$ cat src/rtl/imm_enc_if.sv
// Stream interface for imm_encoder: immediate/template input side and encoded-instruction output
// side. The encoder uses the slave modport; the producer/consumer uses master.
interface imm_enc_if;
  logic        in_valid;
  logic        in_ready;
  logic [31:0] imm;
  logic [1:0]  imm_src;
  logic [31:0] base_instr;
  logic        out_valid;
  logic        out_ready;
  logic [31:0] instr;
  logic        range_err;

  modport master (
    output in_valid, imm, imm_src, base_instr, out_ready,
    input  in_ready, out_valid, instr, range_err
  );

  modport slave (
    input  in_valid, imm, imm_src, base_instr, out_ready,
    output in_ready, out_valid, instr, range_err
  );
endinterface

$ cat src/rtl/imm_encoder.sv
// Packs a signed immediate into the RISC-V I/S/B/J fields of a template word; 2-stage pipeline.
// Define IMM_RANGE_CHECK_EN to enable the representability check, range_err and err_count.
module imm_encoder #(
  parameter int unsigned CNT_W = 16
) (
  input  logic             clk,
  input  logic             rst_n,
  imm_enc_if.slave         bus,
  output logic [CNT_W-1:0] enc_count,
  output logic [CNT_W-1:0] err_count
);

  localparam logic [CNT_W-1:0] CntMax = '1;

  logic        s1_valid_q;
  logic [20:0] s1_imm_q;
  logic [1:0]  s1_src_q;
  logic [31:0] s1_base_q;
  logic        out_valid_q;
  logic [31:0] instr_q;
  logic [31:0] merged;
  logic        s1_adv, s2_adv, out_fire;
  logic [CNT_W-1:0] enc_cnt_q;

  assign s2_adv       = !out_valid_q || bus.out_ready;
  assign s1_adv       = !s1_valid_q || s2_adv;
  assign bus.in_ready = s1_adv;
  assign out_fire     = out_valid_q && bus.out_ready;

  always_comb begin
    merged = s1_base_q;
    case (s1_src_q)
      2'b00: merged = {s1_imm_q[11:0], s1_base_q[19:0]};
      2'b01: merged = {s1_imm_q[11:5], s1_base_q[24:12], s1_imm_q[4:0], s1_base_q[6:0]};
      2'b10: merged = {s1_imm_q[12], s1_imm_q[10:5], s1_base_q[24:12], s1_imm_q[4:1],
                       s1_imm_q[11], s1_base_q[6:0]};
      default: merged = {s1_imm_q[20], s1_imm_q[10:1], s1_imm_q[11], s1_imm_q[19:12],
                         s1_base_q[11:0]};
    endcase
  end

  always_ff @(posedge clk or negedge rst_n) begin
    if (!rst_n) begin
      s1_valid_q  <= 1'b0;
      s1_imm_q    <= '0;
      s1_src_q    <= 2'b00;
      s1_base_q   <= '0;
      out_valid_q <= 1'b0;
      instr_q     <= '0;
    end else begin
      if (s1_adv) begin
        s1_valid_q <= bus.in_valid;
        if (bus.in_valid) begin
          s1_imm_q  <= bus.imm[20:0];
          s1_src_q  <= bus.imm_src;
          s1_base_q <= bus.base_instr;
        end
      end
      if (s2_adv) begin
        out_valid_q <= s1_valid_q;
        if (s1_valid_q) instr_q <= merged;
      end
    end
  end

  always_ff @(posedge clk or negedge rst_n) begin
    if (!rst_n) begin
      enc_cnt_q <= '0;
    end else if (out_fire && enc_cnt_q != CntMax) begin
      enc_cnt_q <= enc_cnt_q + 1'b1;
    end
  end

  assign bus.out_valid = out_valid_q;
  assign bus.instr     = instr_q;
  assign enc_count     = enc_cnt_q;

`ifdef IMM_RANGE_CHECK_EN
  logic             in_err;
  logic             s1_err_q;
  logic             err_q;
  logic [CNT_W-1:0] err_cnt_q;

  // Representable iff the bits above the field's sign bit are a pure sign extension.
  always_comb begin
    in_err = 1'b0;
    case (bus.imm_src)
      2'b00, 2'b01: in_err = !(&bus.imm[31:11] || ~|bus.imm[31:11]);
      2'b10:        in_err = !(&bus.imm[31:12] || ~|bus.imm[31:12]) || bus.imm[0];
      default:      in_err = !(&bus.imm[31:20] || ~|bus.imm[31:20]) || bus.imm[0];
    endcase
  end

  always_ff @(posedge clk or negedge rst_n) begin
    if (!rst_n) begin
      s1_err_q  <= 1'b0;
      err_q     <= 1'b0;
      err_cnt_q <= '0;
    end else begin
      if (s1_adv && bus.in_valid) s1_err_q <= in_err;
      if (s2_adv && s1_valid_q)   err_q    <= s1_err_q;
      if (out_fire && err_q && err_cnt_q != CntMax) err_cnt_q <= err_cnt_q + 1'b1;
    end
  end

  assign bus.range_err = err_q;
  assign err_count     = err_cnt_q;
`else
  // Upper immediate bits only feed the range check.
  logic unused_imm_hi;
  assign unused_imm_hi = ^bus.imm[31:21];
  assign bus.range_err = 1'b0;
  assign err_count     = '0;
`endif

endmodule
$ cat src/flat_wrapper.sv
// flat-port wrapper written by rule: the top's interface ports become plain ports
module imm_encoder_flat 
#(
  parameter int unsigned CNT_W = 16
)
  (clk, rst_n, enc_count, err_count, bus_in_valid, bus_imm, bus_imm_src, bus_base_instr, bus_out_ready, bus_in_ready, bus_out_valid, bus_instr, bus_range_err);
  imm_enc_if bus_i ();
  input  logic clk;
  input  logic rst_n;
  output logic [CNT_W-1:0] enc_count;
  output logic [CNT_W-1:0] err_count;
  input wire logic [$bits(bus_i.in_valid)-1:0] bus_in_valid;
  input wire logic [$bits(bus_i.imm)-1:0] bus_imm;
  input wire logic [$bits(bus_i.imm_src)-1:0] bus_imm_src;
  input wire logic [$bits(bus_i.base_instr)-1:0] bus_base_instr;
  input wire logic [$bits(bus_i.out_ready)-1:0] bus_out_ready;
  output wire logic [$bits(bus_i.in_ready)-1:0] bus_in_ready;
  output wire logic [$bits(bus_i.out_valid)-1:0] bus_out_valid;
  output wire logic [$bits(bus_i.instr)-1:0] bus_instr;
  output wire logic [$bits(bus_i.range_err)-1:0] bus_range_err;
  assign bus_i.in_valid = bus_in_valid;
  assign bus_i.imm = bus_imm;
  assign bus_i.imm_src = bus_imm_src;
  assign bus_i.base_instr = bus_base_instr;
  assign bus_i.out_ready = bus_out_ready;
  assign bus_in_ready = bus_i.in_ready;
  assign bus_out_valid = bus_i.out_valid;
  assign bus_instr = bus_i.instr;
  assign bus_range_err = bus_i.range_err;
  imm_encoder #(.CNT_W(CNT_W)) u_core (.clk(clk), .rst_n(rst_n), .bus(bus_i), .enc_count(enc_count), .err_count(err_count));
endmodule
$ cat config.mk
export PLATFORM = sky130hd
export DESIGN_NAME = imm_encoder_flat
export DESIGN_NICKNAME = d
export VERILOG_FILES = /design/src/rtl/imm_enc_if.sv /design/src/rtl/imm_encoder.sv /design/src/flat_wrapper.sv
export SDC_FILE = /design/constraint.sdc
export NUM_CORES = 1
export LEC_CHECK = 0
export ABC_AREA = 1
export BUFFER_PORTS_ARGS = -buffer_cell sky130_fd_sc_hd__buf_4
export CAP_MARGIN = 0
export CORE_ASPECT_RATIO = 1.4
export CORE_MARGIN = 2
export CORE_UTILIZATION = 55
export DETAILED_ROUTE_END_ITERATION = 16
export PLACE_DENSITY = 0.81
export SETUP_SLACK_MARGIN = 0.2
export SLEW_MARGIN = 10
export SYNTH_ARGS = -nofsm -noshare
export SYNTH_HDL_FRONTEND = slang
export SYNTH_SLANG_ARGS = --single-unit
$ cat constraint.sdc
create_clock -name clk -period 4.7 [get_ports clk]
set_clock_uncertainty 0.2 [all_clocks]
set_input_delay 0.47 -clock clk [delete_from_list [all_inputs] [get_ports clk]]
set_output_delay 0.47 -clock clk [all_outputs]
set_load 0.02 [all_outputs]
# Word-level counts from Yosys, hierarchy flattened
# Cells that the tools add are included.
# W data, S select, Z words.
[word_totals]
output_inout_bits = 67
in_bits = 70
reg_bits = 98
elab_cells = 21
[op_classes]
n_mux = 1
reduce_logical = 9
eq_ne = 3
n_addsub = 1
[op_table]
columns = ["op", "count"]
rows = [
  ["$pmux W32 S3", 1],
  ["$add A16 B1 Y16 const B", 1],
  ["$ne A16 B16 Y1 const B", 1],
  ["$reduce_and A2 Y1", 2],
  ["$eq A2 B1 Y1 const B", 1],
  ["$eq A2 B2 Y1 const B", 1],
  ["$logic_and A1 B1 Y1", 2],
  ["$logic_not A1 Y1", 2],
  ["$logic_not A2 Y1", 1],
  ["$logic_or A1 B1 Y1", 2],
]

# Logic depth before layout (Yosys ltp)
# Gate-level depths: netlist (run 1).
[depth]
depth_word = 4
ltp_mapped = 9
depth_no_buf = 8

# Least setup slack after synthesis (run 1)
# OpenSTA, ideal clock, no wires.
[synth_path]
kind = "flip-flop to flip-flop"
startpoint = "register u_core.enc_cnt_q[0], in the netlist u_core.enc_count[0]"
endpoint = "register u_core.enc_cnt_q[11], in the netlist u_core.enc_count[11]"
path_slack_ps = 2894
required_time_ps = 4383
path_buffers = 1
setup_ps = 117
arrival_ps = 1489
stages_incl_launch_ff = 10
path_cell_list = "dfrtp_1 ha_1 nand2_1 nor2_4 nand2_2 nor2_1 nor2_1 buf_6 nand2_1 nand2_1"
[synth_between]
elab_chain_len = 2
elab_cells_between_ends = 3
[synth_rtl]
columns = ["item", "line_no", "source"]
rows = [
  ["from (decl)", "imm_encoder.sv:23", "logic [CNT_W-1:0] enc_cnt_q;"],
  ["from (signal assigned)", "imm_encoder.sv:70", "enc_cnt_q <= enc_cnt_q + 1'b1;"],
  ["branches (longest 2 deep; another with $add A16 B1 Y16)", "-", ""],
]
# Several ways; the timed one is not identified.
# A chain may end at the register's enable or synchronous reset.

# Worst setup path after layout (run 1)
[layout_path]
startpoint = "register u_core.out_valid_q, in the netlist u_core.bus.out_valid"
endpoint = "register u_core.instr_q[11], in the netlist u_core.bus.instr[11]"
[layout_between]
elab_chain_len = 3
[layout_rtl]
columns = ["item", "line_no", "source"]
rows = [
  ["from (decl)", "imm_encoder.sv:19", "logic out_valid_q;"],
  ["from (signal assigned)", "imm_encoder.sv:60", "out_valid_q <= s1_valid_q;"],
  ["$logic_not A1 Y1", "imm_encoder.sv:25", "assign s2_adv = !out_valid_q || bus.out_ready;"],
  ["$logic_or A1 B1 Y1", "imm_encoder.sv:25", ""],
  ["$reduce_and A2 Y1 (no line)", "-", ""],
  ["to (signal assigned)", "imm_encoder.sv:61", "if (s1_valid_q) instr_q <= merged;"],
  ["to (decl)", "imm_encoder.sv:20", "logic [31:0] instr_q;"],
]
# No other way between the ends.

==> results.py, run 1 <==
metrics = {
    "timing": {
        "finalHoldViolations": 0,
        "slew_headroom": 0.307,
        "rsz0062_at_grt": "false",
        "finalCritPeriodShare": 0.480,
        "tns_ns": 0,
        "drv_slew": 0,
        "worstMarginPinSlew_ns": 1.04,
        "max_clock_freq_mhz": 443,
        "finalSetupViolations": 0,
        "fin_crit_ns": 2.26,
    },
    "detailed_routing": {
        "drtAntennaViolNets": 0,
        "wirelength_um": 10700,
        "drtPass1Iterations": 4,
        "drt_iter0_drc": 272,
        "routedWlPerCell_um": 14.2,
        "drc_errors": 0,
        "dr_total_vias": 3924,
        "vias_per_cell": 5.21,
    },
    "pwr": {
        "internal-power_mw": 1.90,
        "power_density_nw_per_um2": 491,
        "clkPwrFrac": 0.336,
        "peakVddDrop_mv": 0.318,
        "combPwrFrac": 0.254,
        "power_switching_mw": 0.859,
        "power_frac_seq": 0.410,
        "p_leak_nw": 2.97,
        "switching_share": 0.311,
    },
    "final_layout": {
        "drive_above_1_share": 0.204,
        "syn_to_final_growth_pct": 24.6,
        "layout.cells.most_common_list": "220 x nand2_1, 103 x buf_4, 98 x dfrtp_1, 56 x nand3_1, 42 x nor2_1",
        "antenna_cells": 0,
        "stdcell_count": 753,
        "nets": 717,
        "mostFrequentLayoutCell": "nand2_1",
    },
    "global_routing": {
        "met2_usage": 0.427,
        "grt_use_total": 0.256,
        "antenna_found_initial": 0,
        "grt_overflow_total": 0,
        "grt_pass1_vias": 3800,
        "grt_use_met1": 0.322,
        "use_met3": 0.0334,
        "grt_max_degree": 57,
        "grt_pass1_wl_um": 17600,
        "grt_busiest_layer": "met2",
    },
    "synth": {
        "synth_top_flop_cell": "dfrtp_1",
        "ys_warn_count": 0,
        "yosys.area.top_type_share": 0.544,
        "syn-instance-count": 554,
        "ys_types": 27,
        "synth-seq-area-share": 0.544,
        "postSynthAreaPerCell_um2": 8.13,
        "synth_edf_count": 0,
        "ys_top_cells_by_area": "dfrtp_1 54%, nand2_1 18%, nand3_1 6.2%, buf_4 3.7%, nor2_1 3.5%",
        "ys_ff_latch": 98,
        "synth_top_area_cell": "dfrtp_1",
        "synth_area_um2": 4500,
        "synth-async-reset-ratio": 1.00,
    },
    "cts": {
        "htree_levels": 3,
        "cts_tree": "built",
        "cts_hold_buf": 1,
        "post_cts_buffers": 0,
        "cts_made_buffers": 9,
        "cts_resized": 0,
        "cts_sinks": 98,
        "clkSlewWorstSetupHoldPaths_ns": 0.06,
        "clk_latency_ns": 0.35,
        "max-clock-path-buffers": 2,
        "cts-root-buf": "clkbuf_16",
    },
    "die": {
        "io_pins": 137,
        "fp-row-count": 39,
        "die-area_um2": 8940,
        "initial_core_util": 0.559,
        "coreArea_um2": 8050,
        "die_y_um": 111,
        "die_x_um": 80.5,
    },
    "setup_path": {
        "worstSetupPathType": "flip-flop to flip-flop",
        "end_kind": "flip-flop",
        "crit_fanout": 37,
        "critPathArrivalTime_ns": 2.28,
        "startpoint_type": "flip-flop",
        "required_ns": 4.72,
    },
    "placement": {
        "io_buffers": 101,
        "dp_hpwl_um": 7080,
        "place_congestion": 0.872,
        "dpl.cell_count": 736,
    },
    "hold_path": {
        "hold_path_class": "primary input to flip-flop",
    },
    "outcome": {
        "status": "finished clean",
    },
    "run": {
        "max-cap-violations": 0,
    },
}
[state kept, by name, indices dropped and copies added (netlist names)]
register / flops
u_core.bus.instr: 32
u_core.s1_base_q: 25
u_core.s1_imm_q: 21
u_core.enc_count: 16
u_core.s1_src_q: 2
u_core.bus.out_valid: 1
u_core.s1_valid_q: 1
[worst paths after layout]
path	slack, ns	end	cells past startpoint	startpoint
hold reg to reg	0.27	u_core.s1_base_q[18]	2	u_core.s1_base_q[18]
setup / recovery	2.44	u_core.bus.instr[11]	4	u_core.bus.out_valid
hold / removal	0.15	u_core.s1_base_q[12]	3	bus_base_instr[12]
min in group asynchronous	0.48	u_core.enc_count[7]	2	rst_n
setup reg to reg	2.44	u_core.bus.instr[11]	4	u_core.bus.out_valid
max in group asynchronous	2.71	u_core.enc_count[8]	3	rst_n
[per-stage QoR]
stage | utilization | worst slack (ns) | power [mW] | area, µm² | hold slack, ns
3_3_place_gp | 0.648 | 2.33 | 1.82 | 5220 | 0.249
5_1_grt | 0.697 | 2.25 | 2.89 | 5610 | 0.168
4_1_cts | 0.697 | 2.43 | 2.78 | 5610 | 0.145
6_report | 0.697 | 2.44 | 2.76 | 5610 | 0.153
2_1_floorplan | - | 2.89 | 1.55 | 4560 | -0.0256
3_5_place_dp | 0.648 | 2.29 | 1.85 | 5220 | 0.253
[cell usage after synthesis, types with 5 or more instances]
master,number
nand3_1,56
dfrtp_1,98
o21ai_0,7
nand4_1,5
o21ai_1,23
clkbuf_1,7
a21oi_1,16
buf_2,6
nor2_1,42
inv_2,5
buf_4,22
nand2_1,221
inv_1,24
[cells by family after synthesis]
logic type,after synthesis,synth area share
AND/OR/NAND/NOR,332,0.302
flip-flops,98,0.544
buffers and inverters,68,0.0800
AO/OA/AOI/OAI,49,0.0603
XOR/XNOR,5,0.00972
adder cells (fa/ha/maj),1,0.00278
other,1,0.000833
[final cells by class]
class,count,area [µm²]
fillers,667,2440
clock buffers,12,267
multi-input cells,404,1750
repair buffers,104,783
well taps,102,128
flip-flops and latches,98,2450
clock inverters,4,120
inverters,29,109
[worst max-delay path, cell delays in order, from the launching register on]
cell and delay [ns]:
dfrtp_1 0.46, a21oi_4 0.64, inv_2 0.50, a21oi_1 0.24
a21oi_1 0.09
[power by group through the flow]
stage / sequential [mW] / combinational (mW) / clock [mW]
after global placement: 1.14 / 0.686 / 0
final: 1.13 / 0.699 / 0.927
after detailed placement: 1.14 / 0.704 / 0
after CTS: 1.13 / 0.708 / 0.937
after global routing: 1.15 / 0.767 / 0.974
after floorplan: 1.25 / 0.295 / 0
[routing by layer]
metal | wire length (µm) | vias to the layer above
met5 | 0 | -
met4 | 303 | 0
met3 | 592 | 23
met2 | 5570 | 119
met1 | 4200 | 1875
li1 | - | 1907
Power figures use the tool's default switching activity.
==> run 2, diff against run 1 <==
- CORE_UTILIZATION: 55 -> 51
- PLACE_DENSITY: 0.81 -> 0.75
- clock period: 4.7 -> 2.1 ns (I/O delays scaled with it)
==> run 2 against run 1 <==
Sequential share of layout area down 3.7 points. Die area up 7.5%. Core utilization up 1.6 points. Global-route usage down 0.52 points. Worst setup slack worse by 2.1 ns. Clock power up 76%. Via count up 5.9%. Cell count up 8.4%. First-iteration DRC count down 33%. Critical path depth down 2. Critical path type is now flip-flop to output pin. Sequential cell count unchanged. Register-to-register slack worse by 2.1 ns.
==> results.py, run 2 (synthesis gave the netlist of run 1 again) <==
metrics = {
    "setup_path": {
        "crit_family": "flip-flops",
        "crit_fanout": 14,
        "startpoint_type": "flip-flop",
        "slowest_stage": "dfrtp_1",
        "worstSetupPathType": "flip-flop to output pin",
        "required_ns": 1.69,
        "crit_chain": "nand3_2, buf_4",
        "critPathBufInv": 1,
        "critPathArrivalTime_ns": 1.38,
        "max_stage_delay_ns": 0.46,
        "end_kind": "output pin",
    },
    "timing": {
        "worstMarginPinSlew_ns": 0.663,
        "drv_slew": 0,
        "tns_ns": 0,
        "slew_headroom": 0.557,
        "max_clock_freq_mhz": 557,
        "finalSetupViolations": 0,
        "finalCritPeriodShare": 0.854,
        "rsz0062_at_grt": "false",
        "hold_slack_ns": 0.0891,
        "finalHoldViolations": 0,
        "fin_crit_ns": 1.79,
    },
    "global_routing": {
        "grt_use_total": 0.250,
        "grt_max_degree": 40,
        "grt_pass1_vias": 3985,
        "antenna_found_initial": 0,
        "grt_overflow_total": 0,
        "grt_pass1_wl_um": 19000,
    },
    "detailed_routing": {
        "drt_iter0_drc": 181,
        "wirelength_um": 11500,
        "drtAntennaViolNets": 0,
        "dr_total_vias": 4157,
        "drtPass1Iterations": 4,
        "routedWlPerCell_um": 14.1,
        "vias_per_cell": 5.09,
        "drc_errors": 0,
    },
    "pwr": {
        "combPwrFrac": 0.292,
        "power_switching_mw": 1.99,
        "clkPwrFrac": 0.277,
        "internal-power_mw": 3.89,
        "power_density_nw_per_um2": 958,
        "switching_share": 0.338,
        "peakVddDrop_mv": 0.573,
        "p_leak_nw": 3.18,
        "power_frac_seq": 0.431,
    },
    "cts": {
        "cts_tree": "built",
        "htree_levels": 3,
        "cts_sinks": 98,
        "cts_made_buffers": 9,
        "clkSlewWorstSetupHoldPaths_ns": 0.07,
        "cts-root-buf": "clkbuf_16",
        "clk_latency_ns": 0.34,
        "max-clock-path-buffers": 2,
    },
    "final_layout": {
        "layout.cells.most_common_list": "220 x nand2_1, 112 x buf_4, 97 x dfrtp_1, 55 x nand3_1, 50 x dlygate4sd3_1",
        "nets": 777,
        "largest_reg_flops": 32,
        "mostFrequentLayoutCell": "nand2_1",
        "seq_area_um2": 2450,
        "antenna_cells": 0,
        "drive_above_1_share": 0.208,
        "syn_to_final_growth_pct": 36.3,
        "multiInputGateArea_um2": 1770,
        "nFillCells": 684,
    },
    "die": {
        "die_x_um": 83.4,
        "io_pins": 137,
        "fp-row-count": 40,
        "die-area_um2": 9610,
        "initial_core_util": 0.523,
        "coreArea_um2": 8610,
        "die_y_um": 115,
    },
    "placement": {
        "io_buffers": 101,
        "place_congestion": 0.872,
        "dp_hpwl_um": 7470,
    },
    "hold_path": {
        "hold_path_class": "primary input to flip-flop",
    },
    "run": {
        "max-cap-violations": 0,
    },
    "outcome": {
        "status": "finished clean",
    },
}
-- run 2: cell count changes in the layout (fill, tap and decap cells not counted), sizes merged --
cell	delta
buf	+11
bufinv	-3
clkbuf	-3
clkinv	+2
clkinvlp	+4
dlygate4sd3	+49
-- run 2: area by class of cell --
class,instances,area share
Sequential cell,98,0.400
Multi-Input combinational cell,404,0.288
Timing Repair Buffer,164,0.225
Clock buffer,9,0.0367
Tap cell,105,0.0214
Inverter,29,0.0177
Clock inverter,7,0.0114
-- run 2: path summary, 6_finish.rpt --
path	startpoint	endpoint	slack (ns)	cells past startpoint
worst max-delay path	u_core.bus.out_valid	bus_in_ready	0.31	2
worst min register to register	u_core.s1_base_q[14]	u_core.s1_base_q[14]	0.27	2
min in group asynchronous	rst_n	u_core.enc_count[5]	0.19	2
max in group asynchronous	rst_n	u_core.s1_base_q[1]	0.88	3
worst min-delay path	bus_in_valid	u_core.s1_base_q[13]	0.09	3
worst max register to register	u_core.enc_count[0]	u_core.enc_count[13]	0.39	8
-- run 2: what timing repair did --
item,4_1_cts,5_1_grt
pin swaps,0,3
hold buffers,50,0
setup endpoints to repair,12,15
hold endpoints to repair,82,0
setup buffers,0,2
resized for setup,1,4
-- run 2: worst register-to-register path: stages (launching register included) --
cell	delay [ns]
dfrtp_2	0.38
ha_1	0.17
buf_4	0.14
nand3_2	0.10
nor2_2	0.18
nand4_1	0.24
nand2_1	0.14
nand2_1	0.06
nand2_1	0.05
-- run 2: layer usage --
metal / part of all wire / vias up / track usage
li1: - / 2021 / -
met1: 0.40 / 1987 / 0.299
met2: 0.53 / 126 / 0.451
met3: 0.041 / 23 / 0.0366
met4: 0.026 / 0 / 0.114
met5: 0 / - / 0
-- run 2: through the flow --
stage | setup WS [ns] | util | power (mW) | cell area (µm²) | instances
2_1_floorplan | 0.294 | - | 3.47 | 4560 | 570
3_3_place_gp | 0.121 | 0.617 | 4.12 | 5310 | 748
3_5_place_dp | 0.0906 | 0.617 | 4.17 | 5310 | 748
4_1_cts | 0.274 | 0.710 | 5.88 | 6110 | 814
5_1_grt | 0.219 | 0.713 | 6.20 | 6140 | 816
6_report | 0.306 | 0.713 | 5.88 | 6140 | 816
-- run 2: power by group through the flow --
stage                     logic [mW]  clock network, mW  registers (mW)
after CTS                       1.69               1.65            2.53
after global placement          1.57                  0            2.55
after detailed placement        1.61                  0            2.56
after floorplan                0.661                  0            2.81
final                           1.72               1.63            2.53
after global routing            1.89               1.73            2.58
==> run 3, diff against run 2 <==
--- a/config.mk
+++ b/config.mk
@@ -11,6 +11,6 @@
 export CORE_ASPECT_RATIO = 1.4
-export CORE_MARGIN = 2
-export CORE_UTILIZATION = 51
+export CORE_MARGIN = 5
+export CORE_UTILIZATION = 35
 export DETAILED_ROUTE_END_ITERATION = 16
-export PLACE_DENSITY = 0.75
+export PLACE_DENSITY = 0.54
 export SETUP_SLACK_MARGIN = 0.2
==> constraint.sdc (replaced) <==
create_clock -name clk -period 2.1 [get_ports clk]
set_clock_uncertainty 0.2 [all_clocks]
set_input_delay 0.42 -clock clk [delete_from_list [all_inputs] [get_ports clk]]
set_output_delay 0.42 -clock clk [all_outputs]
set_load 0.02 [all_outputs]
==> run 3 against run 2 <==
Via count fell by 7.2%. Cell area fell by 7.0%. Wire length rose by 2.7%. Die area rose by 59%. Core utilization fell by 27 points. Cell count fell by 0.12%. Fmax barely moved. Critical path type unchanged.
==> results.py, run 3 (synthesis gave the netlist of run 1 again) <==
metrics = {
    "cts": {
        "max-clock-path-buffers": 2,
        "clkSlewWorstSetupHoldPaths_ns": 0.07,
        "cts_made_buffers": 9,
        "cts-root-buf": "clkbuf_16",
        "htree_levels": 3,
        "cts_tree": "built",
        "clk_latency_ns": 0.33,
        "cts_sinks": 98,
    },
    "setup_path": {
        "required_ns": 1.48,
        "crit_fanout": 12,
        "ff2ff_path_depth": 7,
        "startpoint_type": "flip-flop",
        "reg2reg_setup_slack_ns": 0.33,
        "critPathArrivalTime_ns": 1.17,
        "worstSetupPathType": "flip-flop to output pin",
        "r2r-start": "u_core.enc_count[1]",
        "end_kind": "output pin",
        "timing.rr.end": "u_core.enc_count[14]",
    },
    "global_routing": {
        "grt_pass1_wl_um": 19500,
        "grt_pass1_vias": 3989,
        "antenna_found_initial": 0,
        "grt_max_degree": 99,
        "grt_overflow_total": 0,
        "grt_use_total": 0.160,
    },
    "final_layout": {
        "layout.cells.most_common_list": "220 x nand2_1, 113 x buf_4, 97 x dfrtp_1, 56 x nand3_1, 40 x nor2_1",
        "largest_reg_flops": 32,
        "drive_above_1_share": 0.222,
        "nets": 728,
        "antenna_cells": 0,
        "syn_to_final_growth_pct": 26.8,
        "mostFrequentLayoutCell": "nand2_1",
    },
    "pwr": {
        "internal-power_mw": 3.87,
        "power_switching_mw": 1.97,
        "power_density_nw_per_um2": 1020,
        "combPwrFrac": 0.281,
        "switching_share": 0.337,
        "clkPwrFrac": 0.286,
        "peakVddDrop_mv": 0.505,
        "power_frac_seq": 0.433,
        "p_leak_nw": 2.98,
    },
    "hold_path": {
        "hold_path_class": "primary input to flip-flop",
        "hold_end": "u_core.s1_imm_q[3]",
        "hp-start": "bus_imm[3]",
        "min_path_cells": 3,
    },
    "detailed_routing": {
        "drtAntennaViolNets": 0,
        "vias_per_cell": 4.73,
        "drtPass1Iterations": 6,
        "dr_total_vias": 3857,
        "routedWlPerCell_um": 14.5,
        "drt_iter0_drc": 163,
        "wirelength_um": 11800,
        "drc_errors": 0,
    },
    "run": {
        "max-cap-violations": 0,
    },
    "timing": {
        "finalCritPeriodShare": 0.854,
        "max_clock_freq_mhz": 558,
        "finalHoldViolations": 0,
        "tns_ns": 0,
        "slew_headroom": 0.642,
        "drv_slew": 0,
        "hold_slack_ns": 0.114,
        "rsz0062_at_grt": "true",
        "worstMarginPinSlew_ns": 0.536,
        "fin_crit_ns": 1.79,
        "finalSetupViolations": 0,
    },
    "placement": {
        "io_buffers": 101,
        "dp_hpwl_um": 8400,
        "place_congestion": 0.791,
    },
    "outcome": {
        "status": "finished clean",
    },
    "die": {
        "coreArea_um2": 12800,
        "fp-row-count": 49,
        "die_y_um": 144,
        "initial_core_util": 0.353,
        "die-area_um2": 15300,
        "die_x_um": 106,
        "io_pins": 137,
    },
}
==> run 3: layout make-up <==
| type | count | area (µm²) |
|---|---|---|
| Timing Repair Buffer | 115 | 878 |
| Inverter | 29 | 109 |
| Fill cell | 1284 | 7040 |
| Multi-Input combinational cell | 404 | 1770 |
| Sequential cell | 98 | 2450 |
| Tap cell | 153 | 191 |
| Clock inverter | 6 | 66.3 |
| Clock buffer | 10 | 239 |
==> run 3: how the worst max path moves through the flow <==
stage	start	endpoint	slack, ns	cells after the start
floorplan	u_core.enc_count[0]	u_core.enc_count[11]	0.29	9
global placement	u_core.enc_count[1]	u_core.enc_count[11]	0.09	8
detailed placement	u_core.enc_count[1]	u_core.enc_count[1]	0.06	8
CTS	u_core.bus.out_valid	bus_in_ready	0.20	2
global route	u_core.enc_count[1]	u_core.enc_count[15]	0.20	7
finish	u_core.bus.out_valid	bus_in_ready	0.31	2
==> run 3: what timing repair did <==
| item | 4_1_cts | 5_1_grt |
|---|---|---|
| hold buffers | 1 | 0 |
| endpoints found under the setup margin | 13 | 16 |
| setup buffers | 0 | 1 |
| pin swaps | 0 | 1 |
| gates resized for setup | 2 | 3 |
| hold endpoints to repair | 98 | 0 |
==> run 3: critical path, stage by stage, from the launching register on <==
cell	delay, ns
dfrtp_2	0.45
nand3_4	0.18
buf_4	0.21
==> run 3: power by group through the flow <==
stage               Clock (mW)  Sequential (mW)  Combinational [mW]
CTS                       1.73             2.54                1.65
floorplan                    0             2.81               0.661
global route              1.79             2.59                1.82
global placement             0             2.56                1.62
finish                    1.67             2.53                1.64
detailed placement           0             2.57                1.65
==> run 3: layer usage <==
layer,vias up,routed length (µm),global-route usage,share of wire
met3,8,584,0.0348,0.049
met1,1833,5090,0.199,0.43
met5,-,0,0,0
li1,1920,-,-,-
met4,0,129,0.0409,0.011
met2,96,6030,0.284,0.51
==> run 3: per-stage QoR <==
| stage | total power [mW] | utilization | instance area (µm²) | std cells | worst slack (ns) |
|---|---|---|---|---|---|
| finish | 5.84 | 0.448 | 5710 | 815 | 0.307 |
| global route | 6.19 | 0.448 | 5710 | 815 | 0.197 |
| CTS | 5.92 | 0.446 | 5690 | 814 | 0.202 |
| detailed placement | 4.21 | 0.421 | 5370 | 797 | 0.0638 |
| global placement | 4.17 | 0.421 | 5370 | 797 | 0.0908 |
| floorplan | 3.47 | - | 4560 | 570 | 0.294 |
